`src/rtl/rom_arb_pkg.sv`:
```
// rom_arb_pkg
//   Shared constants and types for the two-port ROM arbiter.
//   NUM_PORTS  : number of requesters sharing the ROM
//   PORT_FETCH : port id of the instruction-fetch requester
//   PORT_LOAD  : port id of the data-load requester
//   port_id_t  : tag type carried with an in-flight ROM read
package rom_arb_pkg;

    localparam int NUM_PORTS  = 2;
    localparam int PORT_FETCH = 0;
    localparam int PORT_LOAD  = 1;

    typedef logic [0:0] port_id_t;

endpackage : rom_arb_pkg

```
`src/rtl/rr_arbiter2.sv`:
```
// rr_arbiter2
//   Two-way round-robin arbiter. A lone requester always wins; on a tie the
//   port that did not win most recently is granted.
//   clk, rst_n : clock, asynchronous active-low reset
//   req[1:0]   : request vector (bit i = port i wants the resource)
//   grant[1:0] : one-hot grant, combinational from req and history
module rr_arbiter2 (
    input  logic       clk,
    input  logic       rst_n,
    input  logic [1:0] req,
    output logic [1:0] grant
);

    // Id of the port granted most recently. Resets to 1 so that the
    // first tie after reset goes to port 0.
    logic last_grant;

    always_comb begin
        grant = 2'b00;
        case (req)
            2'b01:   grant = 2'b01;
            2'b10:   grant = 2'b10;
            2'b11:   grant = last_grant ? 2'b01 : 2'b10;
            default: grant = 2'b00;
        endcase
    end

    // History only moves when something is actually granted.
    always_ff @(posedge clk or negedge rst_n) begin
        if (!rst_n) begin
            last_grant <= 1'b1;
        end else if (|grant) begin
            last_grant <= grant[1];
        end
    end

endmodule : rr_arbiter2

```
`src/rtl/rom_arbiter.sv`:
```
// rom_arbiter
//   Shares one synchronous ROM (1-cycle registered read, read_enable-gated
//   output register) between a fetch port (0) and a load port (1).
//   At most one ROM read is issued per cycle; the read is tagged with the
//   winning port and its data lands in that port's response register, which
//   holds until the requester takes it.
//
//   Handshakes: a request transfers on the rising edge where
//   req_valid[i] & req_ready[i]; a response transfers on the rising edge
//   where resp_valid[i] & resp_ready[i]. req_ready is combinational from the
//   current request/state; resp_ready without resp_valid has no effect.
//
//   Ports:
//     clk, rst_n       : clock, asynchronous active-low reset
//     req_valid[1:0]   : port i presents a read request
//     req_ready[1:0]   : port i request accepted this cycle
//     req_addr         : port i address at [i*ADDR_WIDTH +: ADDR_WIDTH]
//     resp_valid[1:0]  : port i response register holds data
//     resp_ready[1:0]  : port i consumes its response this cycle
//     resp_data        : port i data at [i*DATA_WIDTH +: DATA_WIDTH]
//     rom_read_enable  : ROM read strobe
//     rom_address      : ROM word address (0 when idle)
//     rom_data_out     : ROM registered read data
module rom_arbiter
    import rom_arb_pkg::*;
#(
    parameter int ADDR_WIDTH = 8,
    parameter int DATA_WIDTH = 32
) (
    input  logic                              clk,
    input  logic                              rst_n,
    input  logic [NUM_PORTS-1:0]              req_valid,
    output logic [NUM_PORTS-1:0]              req_ready,
    input  logic [NUM_PORTS*ADDR_WIDTH-1:0]   req_addr,
    output logic [NUM_PORTS-1:0]              resp_valid,
    input  logic [NUM_PORTS-1:0]              resp_ready,
    output logic [NUM_PORTS*DATA_WIDTH-1:0]   resp_data,
    output logic                              rom_read_enable,
    output logic [ADDR_WIDTH-1:0]             rom_address,
    input  logic [DATA_WIDTH-1:0]             rom_data_out
);

    logic                 pend_valid;
    port_id_t             pend_id;
    logic [NUM_PORTS-1:0] eligible;
    logic [NUM_PORTS-1:0] grant;

    // A port may only have one read outstanding: either in the ROM stage or
    // parked in its response register. Eligibility looks at the current
    // resp_valid, so a port consuming its response this cycle is re-granted
    // no earlier than the next cycle.
    always_comb begin
        eligible = '0;
        for (int i = 0; i < NUM_PORTS; i++) begin
            eligible[i] = req_valid[i] && !resp_valid[i] &&
                          !(pend_valid && (pend_id == port_id_t'(i)));
        end
    end

    rr_arbiter2 u_rr (
        .clk   (clk),
        .rst_n (rst_n),
        .req   (eligible),
        .grant (grant)
    );

    assign req_ready       = grant;
    assign rom_read_enable = |grant;

    always_comb begin
        rom_address = '0;
        if (grant[PORT_FETCH]) begin
            rom_address = req_addr[PORT_FETCH*ADDR_WIDTH +: ADDR_WIDTH];
        end else if (grant[PORT_LOAD]) begin
            rom_address = req_addr[PORT_LOAD*ADDR_WIDTH +: ADDR_WIDTH];
        end
    end

    // In-flight tag and per-port response registers. A read tagged for
    // port i can only exist when resp_valid[i] was clear at grant time, so
    // the fill and the consume of one port never collide.
    always_ff @(posedge clk or negedge rst_n) begin
        if (!rst_n) begin
            pend_valid <= 1'b0;
            pend_id    <= '0;
            resp_valid <= '0;
            resp_data  <= '0;
        end else begin
            pend_valid <= |grant;
            if (|grant) begin
                pend_id <= grant[PORT_LOAD];
            end
            for (int i = 0; i < NUM_PORTS; i++) begin
                if (pend_valid && (pend_id == port_id_t'(i))) begin
                    resp_valid[i]                          <= 1'b1;
                    resp_data[i*DATA_WIDTH +: DATA_WIDTH]  <= rom_data_out;
                end else if (resp_valid[i] && resp_ready[i]) begin
                    resp_valid[i] <= 1'b0;
                end
            end
        end
    end

endmodule : rom_arbiter
```
`config.mk`:
```
export PLATFORM = sky130hd
export DESIGN_NAME = rom_arbiter
export DESIGN_NICKNAME = d
export VERILOG_FILES = /design/src/rtl/rom_arb_pkg.sv /design/src/rtl/rr_arbiter2.sv /design/src/rtl/rom_arbiter.sv
export SDC_FILE = /design/constraint.sdc
export NUM_CORES = 1
export LEC_CHECK = 0
export ABC_AREA = 0
export CAP_MARGIN = 20
export CORE_ASPECT_RATIO = 0.5
export CORE_UTILIZATION = 35
export DETAILED_ROUTE_END_ITERATION = 10
export GPL_ROUTABILITY_DRIVEN = 1
export PLACE_DENSITY = 0.69
export SYNTH_ARGS = -nofsm -noshare
export SYNTH_HDL_FRONTEND = slang
export SYNTH_SLANG_ARGS = --single-unit
export TNS_END_PERCENT = 30
```
`constraint.sdc`:
```
create_clock -name clk -period 2.2 [get_ports clk]
set_clock_uncertainty 0.15 [all_clocks]
set_input_delay 0.44 -clock clk [delete_from_list [all_inputs] [get_ports clk]]
set_output_delay 0.44 -clock clk [all_outputs]
set_load 0.1 [all_outputs]
```
Yosys cells after proc, flatten, opt, wreduce, memory -nomap -nowiden
Cells that the tools add are included.
Operators by class
  reductions and logical operators: 15
  bitwise logic cells: 1
  muxes and demuxes: 8
  eq/ne operators: 3
Operators by type and width (count)
  $mux W8: 2
  $logic_and A1 B1 Y1: 8
  $pmux W2 S3: 1
  $eq A2 B2 Y1 const B: 2
  $logic_not A1 Y1: 4
  $mux W1: 4
  $reduce_bool A2 Y1: 2
  $eq A2 B1 Y1 const B: 1
  $mux W2: 1
  $reduce_or A2 Y1: 1
  $not A1 Y1: 1
Storage, ports and cells
  flip-flop bits (word level): 69

Longest topological paths before layout
Gate-level depths: netlist (run 1).
  word-level depth: 8
  depth in mapped cells: 5
  mapped depth without buffers: 3

Cells and area by module
Synthesis (run 1) repeated with hierarchy kept, for this count alone.
Second synthesis, totals
  cells, all modules: 170
  area, all modules: 2842.7 um^2
Modules (own cells, without submodules)
  rom_arbiter: times used 1, sequential area each 1701.6 um^2, area an instance 2788.9 um^2, cells an instance 164
  rr_arbiter2: times used 1, sequential area each 26.3 um^2, area an instance 53.8 um^2, cells an instance 6

Worst setup path after synthesis (run 1)
No wires, ideal clock.
  path kind: register -> output
  start point: register resp_valid[0]
  end point: output port rom_read_enable
  setup slack: -1.657 ns
  path buffers: 0
  required time: 1.610 ns
  stages on the path, launching flop included: 3
  arrival time: 3.267 ns
  cells stage by stage: dfrtp_1 nand2b_1 o21ai_0
Between the ends
  longest elaborated chain between the ends: 6
Ends and longest elaborated chain
  from (decl): line rom_arbiter.sv:35  | output logic [NUM_PORTS-1:0] resp_valid,
  from (signal assigned): line rom_arbiter.sv:86  | resp_valid <= '0;
  from (signal, indexed assignment): line rom_arbiter.sv:95  | resp_valid[i] <= 1'b1;
  from (signal, indexed assignment): line rom_arbiter.sv:98  | resp_valid[i] <= 1'b0;
  $logic_not A1 Y1 (*): line rom_arbiter.sv:55  | eligible[i] = req_valid[i] && !resp_valid[i] &&
  $logic_and A1 B1 Y1 (*) (2 in series): line rom_arbiter.sv:55
  $eq A2 B2 Y1 / $eq A2 B1 Y1 (equally long branches): line rr_arbiter2.sv:20  | case (req)
  $pmux W2 S3 (*): line rr_arbiter2.sv:20
  $reduce_or A2 Y1 (*): line rom_arbiter.sv:68  | assign rom_read_enable = |grant;
  to (decl): line rom_arbiter.sv:38  | output logic rom_read_enable,
Mark *: on every way between the ends. The rest lies on a longest branch, timed or not.

Worst setup path after layout (run 1)
  start point: register pend_valid
  end point: output port rom_address[7]
Between the ends
  longest elaborated chain between the ends: 7
Ends and longest elaborated chain
  from (decl): line rom_arbiter.sv:43  | logic pend_valid;
  from (signal assigned): line rom_arbiter.sv:89  | pend_valid <= |grant;
  $logic_and A1 B1 Y1: line rom_arbiter.sv:56  | !(pend_valid && (pend_id == port_id_t'(i)));
  $logic_not A1 Y1: line rom_arbiter.sv:56
  $logic_and A1 B1 Y1: line rom_arbiter.sv:55
  $eq A2 B2 Y1 / $eq A2 B1 Y1 (equally long branches): line rr_arbiter2.sv:20
  $pmux W2 S3 (*): line rr_arbiter2.sv:20
  $mux W8: line rom_arbiter.sv:74  | end else if (grant[PORT_LOAD]) begin
  $mux W8 (*): line rom_arbiter.sv:72  | if (grant[PORT_FETCH]) begin
  to (decl): line rom_arbiter.sv:39  | output logic [ADDR_WIDTH-1:0] rom_address,
Marks and branches as above.

==> metrics.txt, run 1 <==
Synth Area in Compound Gates=5.21%; crit path kind=reg -> out; synthesis-stage register bit count=69; RePlAce Congestion=0.726; site row count=22; largest incremental delay on the critical path=0.44 ns; synthesized area=2690 sq um; Max Fclk=0.420 GHz; Mapped Cells=167; first-pass GRT wire length=11600 um; Hold Path Stages=1; r2r setup slk=0.43 ns; RSZ-0062 raised after global routing=true; Syn-to-layout area delta=71.9%; crit end category=output pin; critical path peak fanout=5; placed cells=397; Hold Fails Final Rpt=0; core area=7380 sq um; CTS Root Cell=clkbuf_16; worst hold path class=reg -> reg; WP data required=1.61 ns; GR Overflow Total=0; DP Wirelength=5020 um; multiplexer share of the synthesized area=26.8%; Synth Area in Adders=0%; CP Launch Type=flip-flop; vias in the first global route=2233; Worst-Skew Late Latency=0.32 ns; nets@finish=379; Num CTS Buffers=9; final-report setup violation count=10; Post-Synth XOR/XNOR Area=0%; Critical Path Slowest Stage Cell=dfrtp_2; simple-gate area share of the yosys netlist=1.54%; H-tree Lvls=3; Final min period=2.38 ns; final core utilization=62.7%; initial antenna violation count=0; main combinational cell family by area after synthesis=multiplexers; layout cell share with drive strength beyond 1=59.9%; sequential fraction of the synthesis area=64.3%; drt initial violations=84; DR pass1 iterations=4; Worst R2R End=resp_data[47]; critical-path cell list=buf_4, nand2b_4, o2111a_2, a22o_4, buf_12; CTS tree=built; commonest non-fill, non-tap cell in the layout=buf_4; Least-Margin Pin Slew=0.600 ns; DIE AREA=8060 sq um; largest net degree at the start of global routing=27; Hold Path Origin=resp_data[27]; post-synth cell types=19; number of max-cap violations=0; DRT Wirelength=7320 um; Hold Path Sink=resp_data[27]; status=finished with violations; pre-CTS setup slack=-0.259 ns; Starting Density=36.4%; die height=64.0 um; commonest non-fill, non-tap cells in the layout=buf_4, dfrtp_1, mux2_2, clkdlybuf4s50_1, buf_12; syn nets=221; Avg Inst Size Synth=16.1 sq um; IO buf count=130; Clock Pin Slew Worst Setup and Hold Paths=0.05 ns; arrival time worst endpoint=1.79 ns; Yosys warning total=0; mean routed wirelength per cell=17.2 um; antenna viol nets, final=0; clk sink count=69; Vias/cell=4.81; fin. max-slew vios=0; routed vias=2044; Ports=131; final period utilization=108%; failing checks=negative setup slack; Antenna Cells=0; reg-to-reg critical path startpoint=pend_valid; Non-Filler Instances=425; All-Layer GR Usage=18.9%; Final WS setup=-0.183 ns; Die Width=126 um; Slew headroom=60.0%; Clock Path Buffers=2; # DRC=0; reg2reg path depth=4
kinds of logic after synthesis:
group	Yosys count
DFF	69
muxes	64
AOI/OAI and AO/OA	16
buffers and inverters	10
and+or+nand+nor	8
metrics by stage:
step | cell area, sq um | hold slack [ns] | setup TNS [ns]
after global routing | 4620 | 0.368 | -2.00
after detailed placement | 4160 | 0.319 | -2.44
after global placement | 4160 | 0.316 | -2.20
after CTS | 4550 | 0.358 | -1.62
final | 4620 | 0.354 | -1.59
after floorplan | 2740 | -0.00559 | -9.48
synthesized netlist by cell type:
cell type | count | area, sq um
a21oi_1 | 1 | 5.00
dfstp_2 | 1 | 26.3
a311oi_4 | 1 | 26.3
mux2_2 | 64 | 721
nand2b_1 | 2 | 12.5
o2111a_1 | 1 | 11.3
nand3_1 | 1 | 5.00
a22o_1 | 8 | 70.1
a21o_1 | 1 | 7.51
o21ai_0 | 4 | 20.0
buf_6 | 1 | 11.3
and2_1 | 1 | 6.26
nor2b_1 | 1 | 6.26
dfrtp_1 | 68 | 1700
buf_4 | 2 | 15.0
inv_1 | 2 | 7.51
buf_2 | 5 | 25.0
nor2_1 | 2 | 7.51
nand2_1 | 1 | 3.75
state kept, by name (all words and copies together) (netlist names):
name / cells
u_rr.last_grant: 1
resp_valid: 2
pend_valid: 1
resp_data: 64
pend_id: 1
routing by layer:
layer  vias up  track usage [%]  share of wire [%]
met5         -                0                  0
met4         0             6.17                1.4
met3        12             4.86                3.4
met2        51             33.7                 54
met1      1059             22.6                 41
li1        922                -                  -
area by class of cell:
cell class / instances / area [sq um]
flip-flops and latches: 69 / 1740
clock buffers: 13 / 240
clock inverters: 2 / 35.0
well taps: 96 / 120
repair buffers: 154 / 1470
fillers: 561 / 2750
inverters: 2 / 11.3
multi-input cells: 89 / 1010
worst max-delay path by stage:
stage | from | end | slack (ns) | cells past startpoint
2_1_floorplan | resp_valid[0] | rom_address[4] | -1.09 | 3
3_3_place_gp | req_valid[0] | rom_address[6] | -0.24 | 5
3_5_place_dp | req_valid[0] | rom_address[4] | -0.26 | 5
4_1_cts | u_rr.last_grant | rom_address[1] | -0.18 | 5
5_1_grt | pend_valid | rom_address[7] | -0.22 | 6
6_report | pend_valid | rom_address[7] | -0.18 | 5
worst max-delay path: cells and delay by family (launching register included):
family | cells | cell delay [ns]
AOI/OAI and AO/OA | 2 | 0.57
and+or+nand+nor | 1 | 0.14
buffers and inverters | 2 | 0.31
DFF | 1 | 0.44
timing repair:
action	in CTS	in global routing
gates cloned	2	0
pin swaps	3	7
buffers inserted	2	8
endpoints found under the setup margin	11	11
endpoints found under the hold margin	21	0
resized for setup	13	4
hold buffers	1	0
Power of run 1 is left out: the tool's default activity adds up to more than one toggle a clock period on the data nets, which glitch-free logic cannot reach.
==> run 2, diff against run 1 <==
CORE_ASPECT_RATIO = 0.6   (was 0.5)
clock period = 3 ns   (was 2.2 ns; I/O delays follow)
==> run 2 against run 1 <==
Net effect: the run now ends clean; cell area decreased by 4.8%; setup slack better by 0.37 ns; first-iteration DRC count fell by 48%; critical endpoint is now rom_address[4]; wire length shrank 10%; flip-flop and latch count is the same; hold slack worse by 0.24 ns; critical path depth rose by 1; final cell count decreased by 2.4%; core utilization down 2.9 points; global-route usage is 1.3 points lower; die area shrank 0.12%.
==> metrics.txt, run 2 (synthesis gave the netlist of run 1 again) <==
status=complete, no violations; arrival time worst endpoint=2.06 ns; largest net degree at the start of global routing=36; CP Launch Type=input pin; H-tree Lvls=3; RePlAce Congestion=0.706; largest reg by FF count=resp_data; layout cell share with drive strength beyond 1=56.6%; DR pass1 iterations=3; Antenna Cells=0; Slew headroom=63.3%; final core utilization=59.8%; All-Layer GR Usage=17.6%; Syn-to-layout area delta=63.7%; crit end category=output pin; routed vias=1916; largest incremental delay on the critical path=0.51 ns; critical path peak fanout=10; fill cell count=598; delay-heaviest family, CP=buffers and inverters; GR Overflow Total=0; worst hold path class=in -> async; first-pass GRT wire length=10500 um; Non-Filler Instances=415; RSZ-0062 raised after global routing=false; commonest non-fill, non-tap cell in the layout=buf_4; Post-DP Area=4120 sq um; nets@finish=360; fin area=4400 sq um; Max Fclk=0.356 GHz; die height=69.9 um; final-report setup violation count=0; Resize count post-CTS=0; biggest regs=resp_data (64), resp_valid (2); CTS tree=built; pre-CTS setup slack=0.0657 ns; Least-Margin Pin Slew=0.551 ns; IO buf count=130; number of max-cap violations=0; clk sink count=69; Critical Path Slowest Stage Cell=clkdlybuf4s50_1; Num CTS Buffers=9; CTS Root Cell=clkbuf_16; final period utilization=93.7%; Vias/cell=4.62; DIE AREA=8050 sq um; site row count=24; Starting Density=36.5%; Worst-Skew Late Latency=0.33 ns; Ports=131; fin. max-slew vios=0; Clock Path Buffers=2; Clock Pin Slew Worst Setup and Hold Paths=0.05 ns; DP Wirelength=4710 um; DRT Wirelength=6590 um; # DRC=0; vias in the first global route=2032; drt initial violations=44; initial antenna violation count=0; CP bufs+invs=3; Die Width=115 um; mean routed wirelength per cell=15.9 um; hold buffers post-CTS=0; core area=7360 sq um; antenna viol nets, final=0; commonest non-fill, non-tap cells in the layout=buf_4, dfrtp_1, mux2_2, clkdlybuf4s50_1, buf_12; Final min period=2.81 ns; WP data required=2.25 ns; critical-path cell list=clkdlybuf4s50_1, nand2b_4, a311oi_4, buf_4, a22o_2, buf_12; crit path kind=in -> out; placed cells=399; Setup Fix Bufs, Post-CTS=0; max FFs per register=64; Hold Fails Final Rpt=0; Final WS setup=0.190 ns
==> run 2: changes by cell type in the layout (fill, tap and decap cells not counted), sizes merged <==
cell / delta
clkdlybuf4s50: +2
dlygate4sd2: -2
o2111a: -1
clkbuf: +2
bufinv: -1
buf: -17
dlygate4sd3: -1
clkinvlp: -1
inv: +1
==> run 2: layer usage <==
metal	global-route usage (%)	part of all wire (%)	routed length (um)
met5	0	0	0
met4	7.36	1.5	102
met3	8.16	9.3	613
met2	24.2	42	2750
met1	23.7	47	3130
==> run 2: final timing paths <==
check	cells after the start	to	slack, ns	start
min in group clk	1	resp_data[37]	0.35	resp_data[37]
worst min-delay path	1	resp_data[43]	0.11	rst_n
max in group asynchronous	2	resp_data[28]	1.81	rst_n
worst min register to register	1	resp_data[37]	0.35	resp_data[37]
worst max register to register	3	resp_data[17]	1.28	pend_valid
worst max-delay path	6	rom_address[4]	0.19	req_valid[0]
==> run 2: worst register-to-register path, stage by stage (launching register included) <==
cell and delay [ns]:
dfrtp_1 0.39, nor2b_4 0.19, buf_4 0.44, mux2_2 0.43
==> run 2: through the flow <==
| stage | hold slack [ns] | setup TNS, ns |
|---|---|---|
| after global placement | 0.340 | 0 |
| final | 0.113 | 0 |
| after global routing | 0.144 | 0 |
| after detailed placement | 0.346 | 0 |
| after CTS | 0.119 | 0 |
| after floorplan | 0.154 | -2.67 |
==> run 2: cell type report <==
class	instances	area, sq um	share of cell area [%]
multi-input combinational	88	958	21.8
tap	104	130	2.96
timing repair buffer	136	1290	29.2
clock buffer	15	278	6.31
sequential	69	1740	39.4
inverter	2	7.51	0.171
clock inverter	1	5.00	0.114
Power of run 2 is left out for the same reason.
==> run 3, diff against run 2 <==
SKIP_CTS_REPAIR_TIMING = 1   (was default)
==> results of run 3 <==
No change in the layout: final DEF, timing and power equal those of run 2.
Power of run 3 is left out for the same reason.
